$ cat config.mk
export PLATFORM = sky130hd
export DESIGN_NAME = alu_seq
export DESIGN_NICKNAME = d
export VERILOG_FILES = /design/src/rtl/alu_seq.sv
export SDC_FILE = /design/constraint.sdc
export NUM_CORES = 1
export LEC_CHECK = 0
export BUFFER_PORTS_ARGS = -buffer_cell sky130_fd_sc_hd__buf_4
export CORE_MARGIN = 5
export CORE_UTILIZATION = 30
export DETAILED_ROUTE_END_ITERATION = 16
export HOLD_SLACK_MARGIN = 0.12
export SLEW_MARGIN = 20
export SYNTH_ARGS = -nofsm -noshare
export SYNTH_HDL_FRONTEND = slang
export SYNTH_SLANG_ARGS = --single-unit
$ cat constraint.sdc
create_clock -name clk -period 2.25 [get_ports clk]
set_input_delay 0.45 -clock clk [delete_from_list [all_inputs] [get_ports clk]]
set_output_delay 0.45 -clock clk [all_outputs]
set_load 0.02 [all_outputs]
$ cat src/rtl/alu_seq.sv
// Registered ALU with valid/ready handshakes on both sides, carry/borrow chaining,
// 1-bit shifts through carry, status flags and an iterative shift-add multiplier.
module alu_seq #(
   parameter int WIDTH = 8,
   parameter int CNTW  = 4
) (
   input  logic             clk,
   input  logic             rst_n,
   input  logic             in_valid,
   output logic             in_ready,
   input  logic [WIDTH-1:0] a,
   input  logic [WIDTH-1:0] b,
   input  logic [3:0]       op,
   input  logic             cin,
   output logic             out_valid,
   input  logic             out_ready,
   output logic [WIDTH-1:0] result,
   output logic [WIDTH-1:0] result_hi,
   output logic             cout,
   output logic             zero,
   output logic             ovf,
   output logic             illegal
);

   localparam logic [1:0] S_IDLE = 2'd0;
   localparam logic [1:0] S_MUL  = 2'd1;
   localparam logic [1:0] S_DONE = 2'd2;

   localparam logic [3:0] OP_ADD = 4'd0;
   localparam logic [3:0] OP_SUB = 4'd1;
   localparam logic [3:0] OP_AND = 4'd2;
   localparam logic [3:0] OP_OR  = 4'd3;
   localparam logic [3:0] OP_XOR = 4'd4;
   localparam logic [3:0] OP_ADC = 4'd5;
   localparam logic [3:0] OP_SBB = 4'd6;
   localparam logic [3:0] OP_NOT = 4'd7;
   localparam logic [3:0] OP_SHL = 4'd8;
   localparam logic [3:0] OP_SHR = 4'd9;
   localparam logic [3:0] OP_MUL = 4'd10;

   localparam logic [CNTW-1:0] LAST_CNT = CNTW'(WIDTH - 1);

   logic [1:0]           state_reg;
   logic [CNTW-1:0]      cnt_reg;
   logic [WIDTH-1:0]     mcand_reg;
   logic [WIDTH-1:0]     mplier_reg;
   logic [2*WIDTH-1:0]   acc_reg;
   logic                 ready_en_reg;
   logic                 out_valid_reg;
   logic [WIDTH-1:0]     result_reg;
   logic [WIDTH-1:0]     result_hi_reg;
   logic                 cout_reg;
   logic                 zero_reg;
   logic                 ovf_reg;
   logic                 illegal_reg;

   logic                 accept;
   logic                 take;
   logic [WIDTH:0]       sum_ext;
   logic [WIDTH-1:0]     alu_res;
   logic                 alu_cout;
   logic                 alu_ovf;
   logic                 alu_ill;
   logic [WIDTH:0]       partial;
   logic [2*WIDTH:0]     step_full;
   logic [2*WIDTH-1:0]   acc_step;

   // ready_en_reg keeps in_ready low until the first clock after reset release
   assign in_ready  = ready_en_reg & (state_reg == S_IDLE) & (~out_valid_reg | out_ready);
   assign accept    = in_valid & in_ready;
   assign take      = out_valid_reg & out_ready;

   assign out_valid = out_valid_reg;
   assign result    = result_reg;
   assign result_hi = result_hi_reg;
   assign cout      = cout_reg;
   assign zero      = zero_reg;
   assign ovf       = ovf_reg;
   assign illegal   = illegal_reg;

   always_comb begin
      sum_ext  = '0;
      alu_res  = '0;
      alu_cout = 1'b0;
      alu_ovf  = 1'b0;
      alu_ill  = 1'b0;
      case (op)
         OP_ADD, OP_ADC: begin
            sum_ext  = {1'b0, a} + {1'b0, b} + ((op == OP_ADC) ? (WIDTH+1)'(cin) : '0);
            alu_res  = sum_ext[WIDTH-1:0];
            alu_cout = sum_ext[WIDTH];
            alu_ovf  = (a[WIDTH-1] == b[WIDTH-1]) & (alu_res[WIDTH-1] != a[WIDTH-1]);
         end
         OP_SUB, OP_SBB: begin
            // the extra top bit of the widened difference is the borrow
            sum_ext  = {1'b0, a} - {1'b0, b} - ((op == OP_SBB) ? (WIDTH+1)'(cin) : '0);
            alu_res  = sum_ext[WIDTH-1:0];
            alu_cout = sum_ext[WIDTH];
            alu_ovf  = (a[WIDTH-1] != b[WIDTH-1]) & (alu_res[WIDTH-1] != a[WIDTH-1]);
         end
         OP_AND: alu_res = a & b;
         OP_OR:  alu_res = a | b;
         OP_XOR: alu_res = a ^ b;
         OP_NOT: alu_res = ~a;
         OP_SHL: begin
            alu_res  = {a[WIDTH-2:0], cin};
            alu_cout = a[WIDTH-1];
         end
         OP_SHR: begin
            alu_res  = {cin, a[WIDTH-1:1]};
            alu_cout = a[0];
         end
         OP_MUL: alu_res = '0;
         default: alu_ill = 1'b1;
      endcase
   end

   // one shift-add step: add multiplicand into the high half, then shift {carry, acc} right
   always_comb begin
      partial   = {1'b0, acc_reg[2*WIDTH-1:WIDTH]} + (mplier_reg[0] ? {1'b0, mcand_reg} : '0);
      step_full = {partial, acc_reg[WIDTH-1:0]};
      acc_step  = step_full[2*WIDTH:1];
   end

   always_ff @(posedge clk or negedge rst_n) begin
      if (!rst_n) begin
         state_reg     <= S_IDLE;
         cnt_reg       <= '0;
         mcand_reg     <= '0;
         mplier_reg    <= '0;
         acc_reg       <= '0;
         ready_en_reg  <= 1'b0;
         out_valid_reg <= 1'b0;
         result_reg    <= '0;
         result_hi_reg <= '0;
         cout_reg      <= 1'b0;
         zero_reg      <= 1'b0;
         ovf_reg       <= 1'b0;
         illegal_reg   <= 1'b0;
      end else begin
         ready_en_reg <= 1'b1;
         if (take) begin
            out_valid_reg <= 1'b0;
         end
         case (state_reg)
            S_IDLE: begin
               if (accept) begin
                  if (op == OP_MUL) begin
                     state_reg  <= S_MUL;
                     mcand_reg  <= a;
                     mplier_reg <= b;
                     acc_reg    <= '0;
                     cnt_reg    <= '0;
                  end else begin
                     out_valid_reg <= 1'b1;
                     result_reg    <= alu_res;
                     result_hi_reg <= '0;
                     cout_reg      <= alu_cout;
                     zero_reg      <= (alu_res == '0);
                     ovf_reg       <= alu_ovf;
                     illegal_reg   <= alu_ill;
                  end
               end
            end
            S_MUL: begin
               acc_reg    <= acc_step;
               mplier_reg <= mplier_reg >> 1;
               cnt_reg    <= cnt_reg + CNTW'(1);
               if (cnt_reg == LAST_CNT) begin
                  state_reg     <= S_DONE;
                  out_valid_reg <= 1'b1;
                  result_reg    <= acc_step[WIDTH-1:0];
                  result_hi_reg <= acc_step[2*WIDTH-1:WIDTH];
                  cout_reg      <= 1'b0;
                  zero_reg      <= (acc_step == '0);
                  ovf_reg       <= 1'b0;
                  illegal_reg   <= 1'b0;
               end
            end
            S_DONE: begin
               if (~out_valid_reg | out_ready) begin
                  state_reg <= S_IDLE;
               end
            end
            default: state_reg <= S_IDLE;
         endcase
      end
   end

endmodule

==> out/metrics.yaml <==
sta:
  slew_violations: 0
  hold_slack_ps: 183.4
  max_slew_margin: 0.5165
  timing.final.ws_setup_ps: -433.2
  rsz0062_at_grt: "true"
  fmax_mhz: 372.7
  finalSetupViolCount: 13
  tightest_slew_ps: 725.3
  fin_crit_ps: 2683
  fin_skew_ps: 5.002
  layout_worst_path_cycle_share: 1.193
  finalHoldViolCount: 0
drt:
  drtIter0Drc: 253
  route.detailed.drc: 0
  antenna_left: 0
  routed_wirelength_mm: 13.91
  drt-pass1-iter-count: 4
  routed_via_density: 5.049
  routedWlPerCell_um: 16.20
  vias: 4337
setup_path:
  required_ps: 2460
  criticalPathCategory: "in -> reg"
  cpMostUsedCell: "fa_2"
  path_buf_inv: 2
  end_kind: "flip-flop"
  cp.arrival_ps: 2900
  crit_fanout: 2
  critPathMaxStageDelay_ps: 380
  startpoint_type: "primary input"
  cpLargestDelayFamily: "compound AO/OA/AOI/OAI gates"
  ff2ff_setup_slack_ps: -280
  path_cells: "buf_6 -> nor2b_4 -> nand3_2 -> fa_2 -> fa_2 -> o21a_1 -> buf_4 -> nor4_4 -> nor3_2 -> a21o_1 -> a21oi_2 -> xnor2_1 -> o221ai_1 -> a22o_1"
  cp_slowest_cell: "fa_2"
hold_path:
  hold_class: "in -> async"
power:
  p_comb_frac: 0.487
  p_seq_frac: 0.288
  p_sw_mw: 2.240
  power_density_nw_per_um2: 899.5
  swShare: 0.3813
  p_int_mw: 3.635
  leakage_nw: 3.066
  peakVddDrop_mv: 0.3930
  p_clk_frac: 0.225
floorplan:
  die_x_um: 132.8
  num_io_pins: 47
  die_h_um: 132.8
  start_util: 0.3090
  die_area_um2: 17640
  core-area_um2: 14640
  rows: 44
synthesis:
  synthArstFlopShare: 1.000
  synth_fp_nets: 586
  synthDistinctLibCells: 71
  synth_edf_count: 0
  seq_area_frac_synth: 0.3262
  syn_area_um2: 4526
  syn_avg_cell_area_um2: 8.754
  ys.flop_type: "dfrtp_1"
  synth_warnings: 0
  yosys_register_bits: 59
  syn_inst: 517
cells_and_area:
  final_nets: 739
  syn2layout_area_growth_pct: 44.35
  num-fill-cells: 1430
  post-route-cell-area_um2: 6533
  final_cells: 859
  drive_gt1_frac: 0.3837
  diodes: 0
  largest_reg_flops: 15
placement:
  placedInstanceArea_um2: 5814
  io_buffer_count: 46
  finalWeightedCongestion: 0.8986
  dp_hpwl_mm: 10.83
  dp_cells: 831
clock_network:
  cts_sinks: 59
  clockBufferDepth: 2
  h-tree-depth: 3
  cts-root-buf: "clkbuf_16"
  cts_hold_buf: 0
  cts_tree: "built"
  clkLatencyLatePin_ps: 330
  cts_made_buffers: 9
  path_clk_slew_ps: 50
outcome:
  run_status: "finished, violations left"
  violations: "negative setup slack"
grt:
  grt_max_degree: 60
  grt_pass1_wl_mm: 22.80
  grt_pass1_vias: 4582
  antenna_found_initial: 0
  track_usage: 0.1590
  gr-total-overflow: 0
run:
  maxCapViolCount: 0
final cells by class:
cell class | count | area [µm²] | area share
repair buffers | 168 | 1330 | 0.2036
multi-input cells | 405 | 3105 | 0.4754
well taps | 184 | 230.2 | 0.03524
clock buffers | 14 | 254.0 | 0.03888
inverters | 27 | 101.3 | 0.01551
clock inverters | 2 | 35.03 | 0.005363
flip-flops and latches | 59 | 1476 | 0.2260
cell usage after synthesis, drive strengths merged (3+ instances only):
library cell / n / area (µm²)
dfrtp: 59 / 1476
a32oi: 5 / 51.30
nand2: 82 / 312.8
nor3b: 3 / 22.52
a211oi: 7 / 67.57
xor2: 6 / 60.06
nor3: 6 / 30.03
clkbuf: 7 / 26.28
or3: 4 / 25.02
fa: 5 / 100.1
nor2: 34 / 135.1
inv: 27 / 101.4
o31ai: 10 / 75.07
nand3: 15 / 75.07
o221ai: 9 / 85.08
buf: 19 / 146.4
xnor2: 9 / 78.83
o211ai: 4 / 35.03
mux2i: 7 / 70.07
a22o: 5 / 43.79
a21oi: 27 / 146.4
o21ai: 40 / 207.7
and2: 10 / 62.56
nor4: 4 / 31.28
ha: 39 / 488.0
nand2b: 13 / 81.33
mux2: 4 / 45.04
a22oi: 6 / 50.05
a21o: 4 / 30.03
nor2b: 13 / 81.33
final timing paths:
check | start | endpoint | cells after the start
max in group asynchronous | rst_n | acc_reg[13] | 1
hold / removal | rst_n | ready_en_reg | 1
setup reg to reg | mplier_reg[0] | zero | 11
setup / recovery | op[1] | cout | 14
hold reg to reg | mcand_reg[7] | mcand_reg[7] | 2
min in group clk | out_ready | out_valid | 3
power groups by stage:
stage               logic [mW]  registers, mW  clock network, mW
finish                    2.86           1.69               1.32
global route              3.15           1.74               1.40
CTS                       2.68           1.68               1.35
detailed placement        2.61           1.69                  0
global placement          2.54           1.68                  0
floorplan                 1.39           1.79                  0
routing by layer:
layer	global-route usage	share of wire	vias up	wire (µm)
li1	-	-	2145	-
met1	0.2032	0.44	2065	6119
met2	0.2638	0.49	93	6757
met3	0.02620	0.043	34	595
met4	0.07102	0.032	0	440
met5	0	0	-	0
through the flow:
| stage | setup TNS [ps] | setup slack, ps | utilization | power, mW |
|---|---|---|---|---|
| 2_1_floorplan | -3960 | -661.1 | - | 3.176 |
| 3_3_place_gp | -6530 | -776.7 | 0.3970 | 4.222 |
| 3_5_place_dp | -7205 | -825.2 | 0.3970 | 4.298 |
| 4_1_cts | -2137 | -355.3 | 0.4288 | 5.717 |
| 5_1_grt | -3942 | -527.2 | 0.4461 | 6.285 |
| 6_report | -2601 | -433.2 | 0.4461 | 5.876 |
placed cells by master (no fill, tap or decap), types with 13 or more instances in the layout:
cell     count
buf_4      153
nand2_1     80
dfrtp_1     59
ha_1        33
nor2_1      29
o21ai_0     29
inv_1       26
a21oi_1     19
buf_6       13
timing repair:
item | 4_1_cts | 5_1_grt
pin swaps | 24 | 37
endpoints found under the setup margin | 14 | 18
buffers inserted | 6 | 8
resized for setup | 31 | 42
cells by family (layout without fill, tap and decap cells):
logic type,after synthesis,in the layout,share of synthesized area
AOI/OAI and AO/OA,140,140,0.2201
DFF,59,59,0.3262
other,1,1,0.0008286
muxes,11,11,0.02544
buffers and inverters,53,211,0.06055
adders and majority gates,44,44,0.1299
and+or+nand+nor,194,194,0.2063
xor gates and xnor gates,15,15,0.03069
Note: power is estimated with default switching activity, not from simulation.
